### config.mk
export PLATFORM = sky130hd
export DESIGN_NAME = st7735_rx
export DESIGN_NICKNAME = d
export VERILOG_FILES = /design/src/rtl/st7735_pkg.sv /design/src/rtl/spi_byte_rx.sv /design/src/rtl/st7735_rx.sv
export SDC_FILE = /design/constraint.sdc
export NUM_CORES = 1
export LEC_CHECK = 0
export BUFFER_PORTS_ARGS = -buffer_cell sky130_fd_sc_hd__clkbuf_2
export CORE_MARGIN = 5
export CORE_UTILIZATION = 30
export DETAILED_ROUTE_END_ITERATION = 8
export MAX_ROUTING_LAYER = met4
export PLACE_DENSITY = 0.53
export SLEW_MARGIN = 20
export SYNTH_ARGS = -nofsm -noshare
export SYNTH_HDL_FRONTEND = slang
export SYNTH_HIERARCHICAL = 1
export SYNTH_SLANG_ARGS = --single-unit
### constraint.sdc
create_clock -name clk -period 3.7 [get_ports clk]
set_input_delay 0.37 -clock clk [delete_from_list [all_inputs] [get_ports clk]]
set_output_delay 0.37 -clock clk [all_outputs]
set_load 0.05 [all_outputs]
### src/rtl/st7735_pkg.sv
`default_nettype none
// +------------------------------------------------------------------+
// | st7735_pkg                                                       |
// | Shared ST7735 link definitions: command codes, receiver decode   |
// | state encoding and RGB565 field widths.                          |
// | Rev 1.0 - initial release                                        |
// +------------------------------------------------------------------+
package st7735_pkg;

  localparam logic [7:0] CMD_SWRESET = 8'h01;
  localparam logic [7:0] CMD_CASET   = 8'h2A;
  localparam logic [7:0] CMD_RASET   = 8'h2B;
  localparam logic [7:0] CMD_RAMWR   = 8'h2C;

  localparam int RGB565_R_W = 5;
  localparam int RGB565_G_W = 6;
  localparam int RGB565_B_W = 5;
  localparam int RGB565_W   = RGB565_R_W + RGB565_G_W + RGB565_B_W;

  typedef enum logic [2:0] {
    ST_IDLE     = 3'd0,
    ST_CASET    = 3'd1,
    ST_RASET    = 3'd2,
    ST_RAMWR_HI = 3'd3,
    ST_RAMWR_LO = 3'd4
  } rx_state_t;

endpackage
`default_nettype wire

### src/rtl/spi_byte_rx.sv
`default_nettype none
// +------------------------------------------------------------------+
// | spi_byte_rx                                                      |
// | Synchronises the raw SPI pins, detects SCK rising edges and      |
// | assembles MSB-first bytes tagged with their D/C level.           |
// | Rev 1.0 - initial release                                        |
// +------------------------------------------------------------------+
module spi_byte_rx (
  input  logic       clk,
  input  logic       reset,
  input  logic       i_cs,
  input  logic       i_sclk,
  input  logic       i_mosi,
  input  logic       i_dc,
  output logic       o_byte_valid,
  output logic [7:0] o_byte,
  output logic       o_dc
);

  logic [1:0] r_cs_s;
  logic [1:0] r_sclk_s;
  logic [1:0] r_mosi_s;
  logic [1:0] r_dc_s;
  logic       r_sclk_prev;
  logic       r_rise;
  logic       r_cs_d;
  logic       r_mosi_d;
  logic       r_dc_d;
  logic [2:0] r_bit_cnt;
  logic [6:0] r_shift;
  logic       r_byte_valid;
  logic [7:0] r_byte;
  logic       r_dc;

  // Two-flop synchronisers on every raw pin
  always_ff @(posedge clk or posedge reset) begin
    if (reset) begin
      r_cs_s   <= 2'b00;
      r_sclk_s <= 2'b00;
      r_mosi_s <= 2'b00;
      r_dc_s   <= 2'b00;
    end else begin
      r_cs_s   <= {r_cs_s[0],   i_cs};
      r_sclk_s <= {r_sclk_s[0], i_sclk};
      r_mosi_s <= {r_mosi_s[0], i_mosi};
      r_dc_s   <= {r_dc_s[0],   i_dc};
    end
  end

  // Edge detect; mosi/dc/cs captured from the same synchronised cycle as the edge
  always_ff @(posedge clk or posedge reset) begin
    if (reset) begin
      r_sclk_prev <= 1'b0;
      r_rise      <= 1'b0;
      r_cs_d      <= 1'b0;
      r_mosi_d    <= 1'b0;
      r_dc_d      <= 1'b0;
    end else begin
      r_sclk_prev <= r_sclk_s[1];
      r_rise      <= r_sclk_s[1] & ~r_sclk_prev;
      r_cs_d      <= r_cs_s[1];
      r_mosi_d    <= r_mosi_s[1];
      r_dc_d      <= r_dc_s[1];
    end
  end

  // Shift register and bit counter; deselect drops only the partial byte
  always_ff @(posedge clk or posedge reset) begin
    if (reset) begin
      r_bit_cnt    <= 3'd0;
      r_shift      <= 7'd0;
      r_byte_valid <= 1'b0;
      r_byte       <= 8'd0;
      r_dc         <= 1'b0;
    end else begin
      r_byte_valid <= 1'b0;
      if (r_cs_d) begin
        r_bit_cnt <= 3'd0;
        r_shift   <= 7'd0;
      end else if (r_rise) begin
        r_shift   <= {r_shift[5:0], r_mosi_d};
        r_bit_cnt <= r_bit_cnt + 3'd1;
        if (r_bit_cnt == 3'd7) begin
          r_byte_valid <= 1'b1;
          r_byte       <= {r_shift, r_mosi_d};
          r_dc         <= r_dc_d;
        end
      end
    end
  end

  assign o_byte_valid = r_byte_valid;
  assign o_byte       = r_byte;
  assign o_dc         = r_dc;

endmodule
`default_nettype wire

### src/rtl/st7735_rx.sv
`default_nettype none
// +------------------------------------------------------------------+
// | st7735_rx                                                        |
// | Panel-side receiver of the ST7735 SPI link: decodes CASET/RASET/ |
// | RAMWR and strobes each RGB565 pixel with its window address.     |
// | Rev 1.0 - initial release                                        |
// +------------------------------------------------------------------+
module st7735_rx
  import st7735_pkg::*;
#(
  parameter int X_W    = 8,
  parameter int Y_W    = 7,
  parameter int WIDTH  = 160,
  parameter int HEIGHT = 128
) (
  input  logic                clk,
  input  logic                reset,
  input  logic                oled_cs,
  input  logic                oled_clk,
  input  logic                oled_mosi,
  input  logic                oled_dc,
  output logic                cmd_valid,
  output logic [7:0]          cmd_byte,
  output logic                pix_valid,
  output logic [X_W-1:0]      pix_x,
  output logic [Y_W-1:0]      pix_y,
  output logic [RGB565_W-1:0] pix_color,
  output logic                frame_done
);

  localparam logic [X_W-1:0] C_XE_RST = X_W'(WIDTH - 1);
  localparam logic [Y_W-1:0] C_YE_RST = Y_W'(HEIGHT - 1);

  logic       w_byte_valid;
  logic [7:0] w_byte;
  logic       w_dc;

  spi_byte_rx u_byte_rx (
    .clk          (clk),
    .reset        (reset),
    .i_cs         (oled_cs),
    .i_sclk       (oled_clk),
    .i_mosi       (oled_mosi),
    .i_dc         (oled_dc),
    .o_byte_valid (w_byte_valid),
    .o_byte       (w_byte),
    .o_dc         (w_dc)
  );

  rx_state_t           r_state,     w_state_nx;
  logic [1:0]          r_arg_idx,   w_arg_idx_nx;
  logic [7:0]          r_arg_start, w_arg_start_nx;
  logic [X_W-1:0]      r_xs, r_xe, r_x, w_xs_nx, w_xe_nx, w_x_nx;
  logic [Y_W-1:0]      r_ys, r_ye, r_y, w_ys_nx, w_ye_nx, w_y_nx;
  logic [7:0]          r_hi,        w_hi_nx;
  logic                r_cmd_valid, w_cmd_valid_nx;
  logic [7:0]          r_cmd_byte,  w_cmd_byte_nx;
  logic                r_pix_valid, w_pix_valid_nx;
  logic [X_W-1:0]      r_pix_x,     w_pix_x_nx;
  logic [Y_W-1:0]      r_pix_y,     w_pix_y_nx;
  logic [RGB565_W-1:0] r_pix_color, w_pix_color_nx;
  logic                r_frame_done, w_frame_done_nx;

  // Decode state, window, address and output registers
  always_ff @(posedge clk or posedge reset) begin
    if (reset) begin
      r_state      <= ST_IDLE;
      r_arg_idx    <= 2'd0;
      r_arg_start  <= 8'd0;
      r_xs         <= '0;
      r_xe         <= C_XE_RST;
      r_ys         <= '0;
      r_ye         <= C_YE_RST;
      r_x          <= '0;
      r_y          <= '0;
      r_hi         <= 8'd0;
      r_cmd_valid  <= 1'b0;
      r_cmd_byte   <= 8'd0;
      r_pix_valid  <= 1'b0;
      r_pix_x      <= '0;
      r_pix_y      <= '0;
      r_pix_color  <= '0;
      r_frame_done <= 1'b0;
    end else begin
      r_state      <= w_state_nx;
      r_arg_idx    <= w_arg_idx_nx;
      r_arg_start  <= w_arg_start_nx;
      r_xs         <= w_xs_nx;
      r_xe         <= w_xe_nx;
      r_ys         <= w_ys_nx;
      r_ye         <= w_ye_nx;
      r_x          <= w_x_nx;
      r_y          <= w_y_nx;
      r_hi         <= w_hi_nx;
      r_cmd_valid  <= w_cmd_valid_nx;
      r_cmd_byte   <= w_cmd_byte_nx;
      r_pix_valid  <= w_pix_valid_nx;
      r_pix_x      <= w_pix_x_nx;
      r_pix_y      <= w_pix_y_nx;
      r_pix_color  <= w_pix_color_nx;
      r_frame_done <= w_frame_done_nx;
    end
  end

  // Next-state decode: commands restart from any state, data bytes act per state
  always_comb begin
    w_state_nx      = r_state;
    w_arg_idx_nx    = r_arg_idx;
    w_arg_start_nx  = r_arg_start;
    w_xs_nx         = r_xs;
    w_xe_nx         = r_xe;
    w_ys_nx         = r_ys;
    w_ye_nx         = r_ye;
    w_x_nx          = r_x;
    w_y_nx          = r_y;
    w_hi_nx         = r_hi;
    w_cmd_valid_nx  = 1'b0;
    w_cmd_byte_nx   = r_cmd_byte;
    w_pix_valid_nx  = 1'b0;
    w_pix_x_nx      = r_pix_x;
    w_pix_y_nx      = r_pix_y;
    w_pix_color_nx  = r_pix_color;
    w_frame_done_nx = 1'b0;

    if (w_byte_valid) begin
      if (!w_dc) begin
        w_cmd_valid_nx = 1'b1;
        w_cmd_byte_nx  = w_byte;
        w_arg_idx_nx   = 2'd0;
        w_hi_nx        = 8'd0;
        case (w_byte)
          CMD_CASET: w_state_nx = ST_CASET;
          CMD_RASET: w_state_nx = ST_RASET;
          CMD_RAMWR: begin
            w_state_nx = ST_RAMWR_HI;
            w_x_nx     = r_xs;
            w_y_nx     = r_ys;
          end
          default:   w_state_nx = ST_IDLE;
        endcase
      end else begin
        case (r_state)
          ST_CASET, ST_RASET: begin
            w_arg_idx_nx = r_arg_idx + 2'd1;
            if (r_arg_idx == 2'd1) begin
              w_arg_start_nx = w_byte;
            end
            // Window commits only once the end address low byte arrives
            if (r_arg_idx == 2'd3) begin
              w_state_nx = ST_IDLE;
              if (r_state == ST_CASET) begin
                w_xs_nx = X_W'(r_arg_start);
                w_xe_nx = X_W'(w_byte);
              end else begin
                w_ys_nx = Y_W'(r_arg_start);
                w_ye_nx = Y_W'(w_byte);
              end
            end
          end
          ST_RAMWR_HI: begin
            w_hi_nx    = w_byte;
            w_state_nx = ST_RAMWR_LO;
          end
          ST_RAMWR_LO: begin
            w_pix_valid_nx = 1'b1;
            w_pix_x_nx     = r_x;
            w_pix_y_nx     = r_y;
            w_pix_color_nx = {r_hi, w_byte};
            w_state_nx     = ST_RAMWR_HI;
            // Raster advance; an inverted window simply wraps until it hits the end
            if (r_x == r_xe) begin
              w_x_nx = r_xs;
              if (r_y == r_ye) begin
                w_y_nx          = r_ys;
                w_frame_done_nx = 1'b1;
              end else begin
                w_y_nx = r_y + Y_W'(1);
              end
            end else begin
              w_x_nx = r_x + X_W'(1);
            end
          end
          default: ;
        endcase
      end
    end
  end

  assign cmd_valid  = r_cmd_valid;
  assign cmd_byte   = r_cmd_byte;
  assign pix_valid  = r_pix_valid;
  assign pix_x      = r_pix_x;
  assign pix_y      = r_pix_y;
  assign pix_color  = r_pix_color;
  assign frame_done = r_frame_done;

endmodule
`default_nettype wire
==> qor.txt <==
family with the most delay on the worst path: simple AND/OR/NAND/NOR gates
1st-pass router iterations: 5
RSZ-0062 raised after global routing: false
DRC violations left: 0
Leak: 0.00357 uW
Setup Viol. Count Final: 0
H-tree depth: 4
Final Hold Viols: 0
Post-CTS Setup Bufs: 0
HPWL after DPL: 8940 um
fraction of registers with async set or reset after synthesis: 100%
CP Buf/Inv Count: 1
chip height: 152 um
GRT Total Usage: 12.4%
maximum clock insertion buffer count: 2
mapped cell area: 6030 um^2
total gr overflow: 0
Synth cell types: 52
die area: 23000 um^2
VDD IR max: 0.000321 V
cts repair resizes: 0
CP Capture Type: flop
CTS buffer count: 17
I/O pins: 48
final worst-path cycle share: 64.7%
relative slew slack: 41.2%
Final ANT Viol Nets: 0
sequential area share after synthesis: 58.8%
area grow syn2layout: 19.5%
top cells by area, synth: dfrtp_1, mux2_2, dfstp_2, mux2i_1, mux2_4
outcome: completed
WL final: 13100 um
crit path cell chain: nand2_1 -> nor3_4 -> buf_4 -> or2_2 -> o21ai_0 -> a22oi_1
Core Rows: 51
most frequent cells in the layout: dfrtp_1, mux2_2, clkbuf_2
Hold Path Class: in -> reg
Core Area: 19700 um^2
Post-Synth Adder-Cell Area: 1.41%
max capacitance violation total: 0
Port Buffers: 47
Syn Nets: 473
routed vias/inst: 4.68
Crit-path slowest cell: dfrtp_1
# diodes: 0
first-pass GRT wire length: 21400 um
number of global-route vias before repair: 3920
Final min period: 2.39 ns
worst-margin pin slew: 0.881 ns
Max stage delay on crit path: 0.66 ns
ys flop type: dfrtp_1
Final WS setup: 1.31 ns
nets@finish: 529
CTS tree: built
Worst Path Required: 4.03 ns
share of layout cells above drive strength 1: 37.8%
Place WS: 1.23 ns
initial antenna violation count: 0
post-synthesis mux area share: 19.5%
largest area contributor in the netlist: dfrtp_1
compound-gate portion of the synthesized area: 6.06%
synthesized instance count: 461
commonest non-fill, non-tap cell in the layout: dfrtp_1
final hold slack: 0.0589 ns
f_max: 0.418 GHz
Starting Density: 30.7%
Power Density: 472 nW/um^2
crit start category: flop
clk_lat worst skew: 0.42 ns
WL/cell: 16.5 um
setup tns final: 0 ns
clock skew: 0.00661 ns
number of synthesized flops with an enable pin: 0
pin count of the biggest net entering global routing: 59
Yosys top cell area share: 53.1%
Final Max Tran Viols: 0
DIE WIDTH: 152 um
clk root buf: clkbuf_16
CTS Sinks: 141
main combinational cell family by area after synthesis: multiplexers
xor and xnor fraction of the mapped netlist area: 2.76%
CTS clk-pin slew, worst paths: 0.06 ns
CP Class: reg -> reg
cts hold-fix bufs: 0
routability cong.: 0.816
Seq cells post-synth: 141
simple-gate share of the synthesized area: 8.51%
post-layout util: 36.7%
Mapped Avg Cell Area: 13.1 um^2
number of DRC markers in iteration 0: 227
routed vias: 3719
crit path DAT: 2.72 ns
Synth Warn #: 6
Max FO, Critical Path: 20
layer usage:
layer	part of all wire, %	global-route usage, %	wire length (um)
met4	1.3	3.91	172
met5	0	-	0
met3	4.2	3.12	551
met1	44	15.4	5770
met2	50	20.2	6580
registers in the layout, indices dropped and copies added (netlist names), 8 cells and up:
name and count:
r_x 8, u_byte_rx/o_byte 8, r_xs 8, pix_color 16, r_arg_start 8, pix_x 8, cmd_byte 8, r_xe 8
r_hi 8
per-stage QoR:
step | cell area (um^2) | power [uW] | instances
2_1_floorplan | 6030 | 1620 | 461
3_3_place_gp | 6580 | 1630 | 763
3_5_place_dp | 6580 | 1630 | 763
4_1_cts | 7200 | 3450 | 794
5_1_grt | 7210 | 3520 | 794
6_report | 7210 | 3400 | 794
Yosys cell counts, types with 2 or more instances:
cell and number:
or2_2 2, o21ai_0 10, dfrtp_1 128, xor2_1 15, a21oi_1 8, nor4_1 3, a22o_1 10, nor2b_1 3
mux2_4 11, clkbuf_1 5, mux2_2 71, nand3_1 6, nor2_1 22, buf_4 2, and3_1 3, a22oi_1 5
dfstp_2 13, nand2_1 43, nand4_1 4, ha_1 6, a222oi_1 2, mux2i_1 21, a21boi_0 2, a31oi_1 2
buf_2 12, inv_1 17, nor3_2 3, nand3b_1 2, nand2b_1 4, xnor2_1 4
cell type report:
cell class | instances | area [um^2]
Clock buffer | 21 | 460
Sequential cell | 141 | 3540
Tap cell | 265 | 332
Fill cell | 1954 | 12400
Inverter | 19 | 73.8
Clock inverter | 10 | 163
Timing Repair Buffer | 58 | 318
Multi-Input combinational cell | 280 | 2320
kinds of logic after synthesis:
logic type / count (synthesis)
flops: 141
mux: 103
simple gates: 102
compound gates: 49
buf+inv: 40
xor+xnor: 19
fa+ha+maj: 7
path summary, 6_finish.rpt:
kind                                          to  slack [ns]             startpoint  depth (start not counted)
setup / recovery                          r_x[3]        1.31         u_byte_rx/o_dc                          6
hold / removal             u_byte_rx/r_sclk_s[0]        0.06               oled_clk                          1
setup reg to reg                          r_x[3]        1.31         u_byte_rx/o_dc                          6
hold reg to reg            u_byte_rx/r_sclk_s[1]        0.35  u_byte_rx/r_sclk_s[0]                          0
max in group asynchronous                r_xe[2]        2.71                  reset                          3
min in group asynchronous          pix_color[12]        0.08                  reset                          2
report_power, final:
part,switching [uW],internal (uW)
Clock,638,1160
Sequential,7.79,1550
Combinational,33.1,9.08
(Power assumes the default switching activity.)
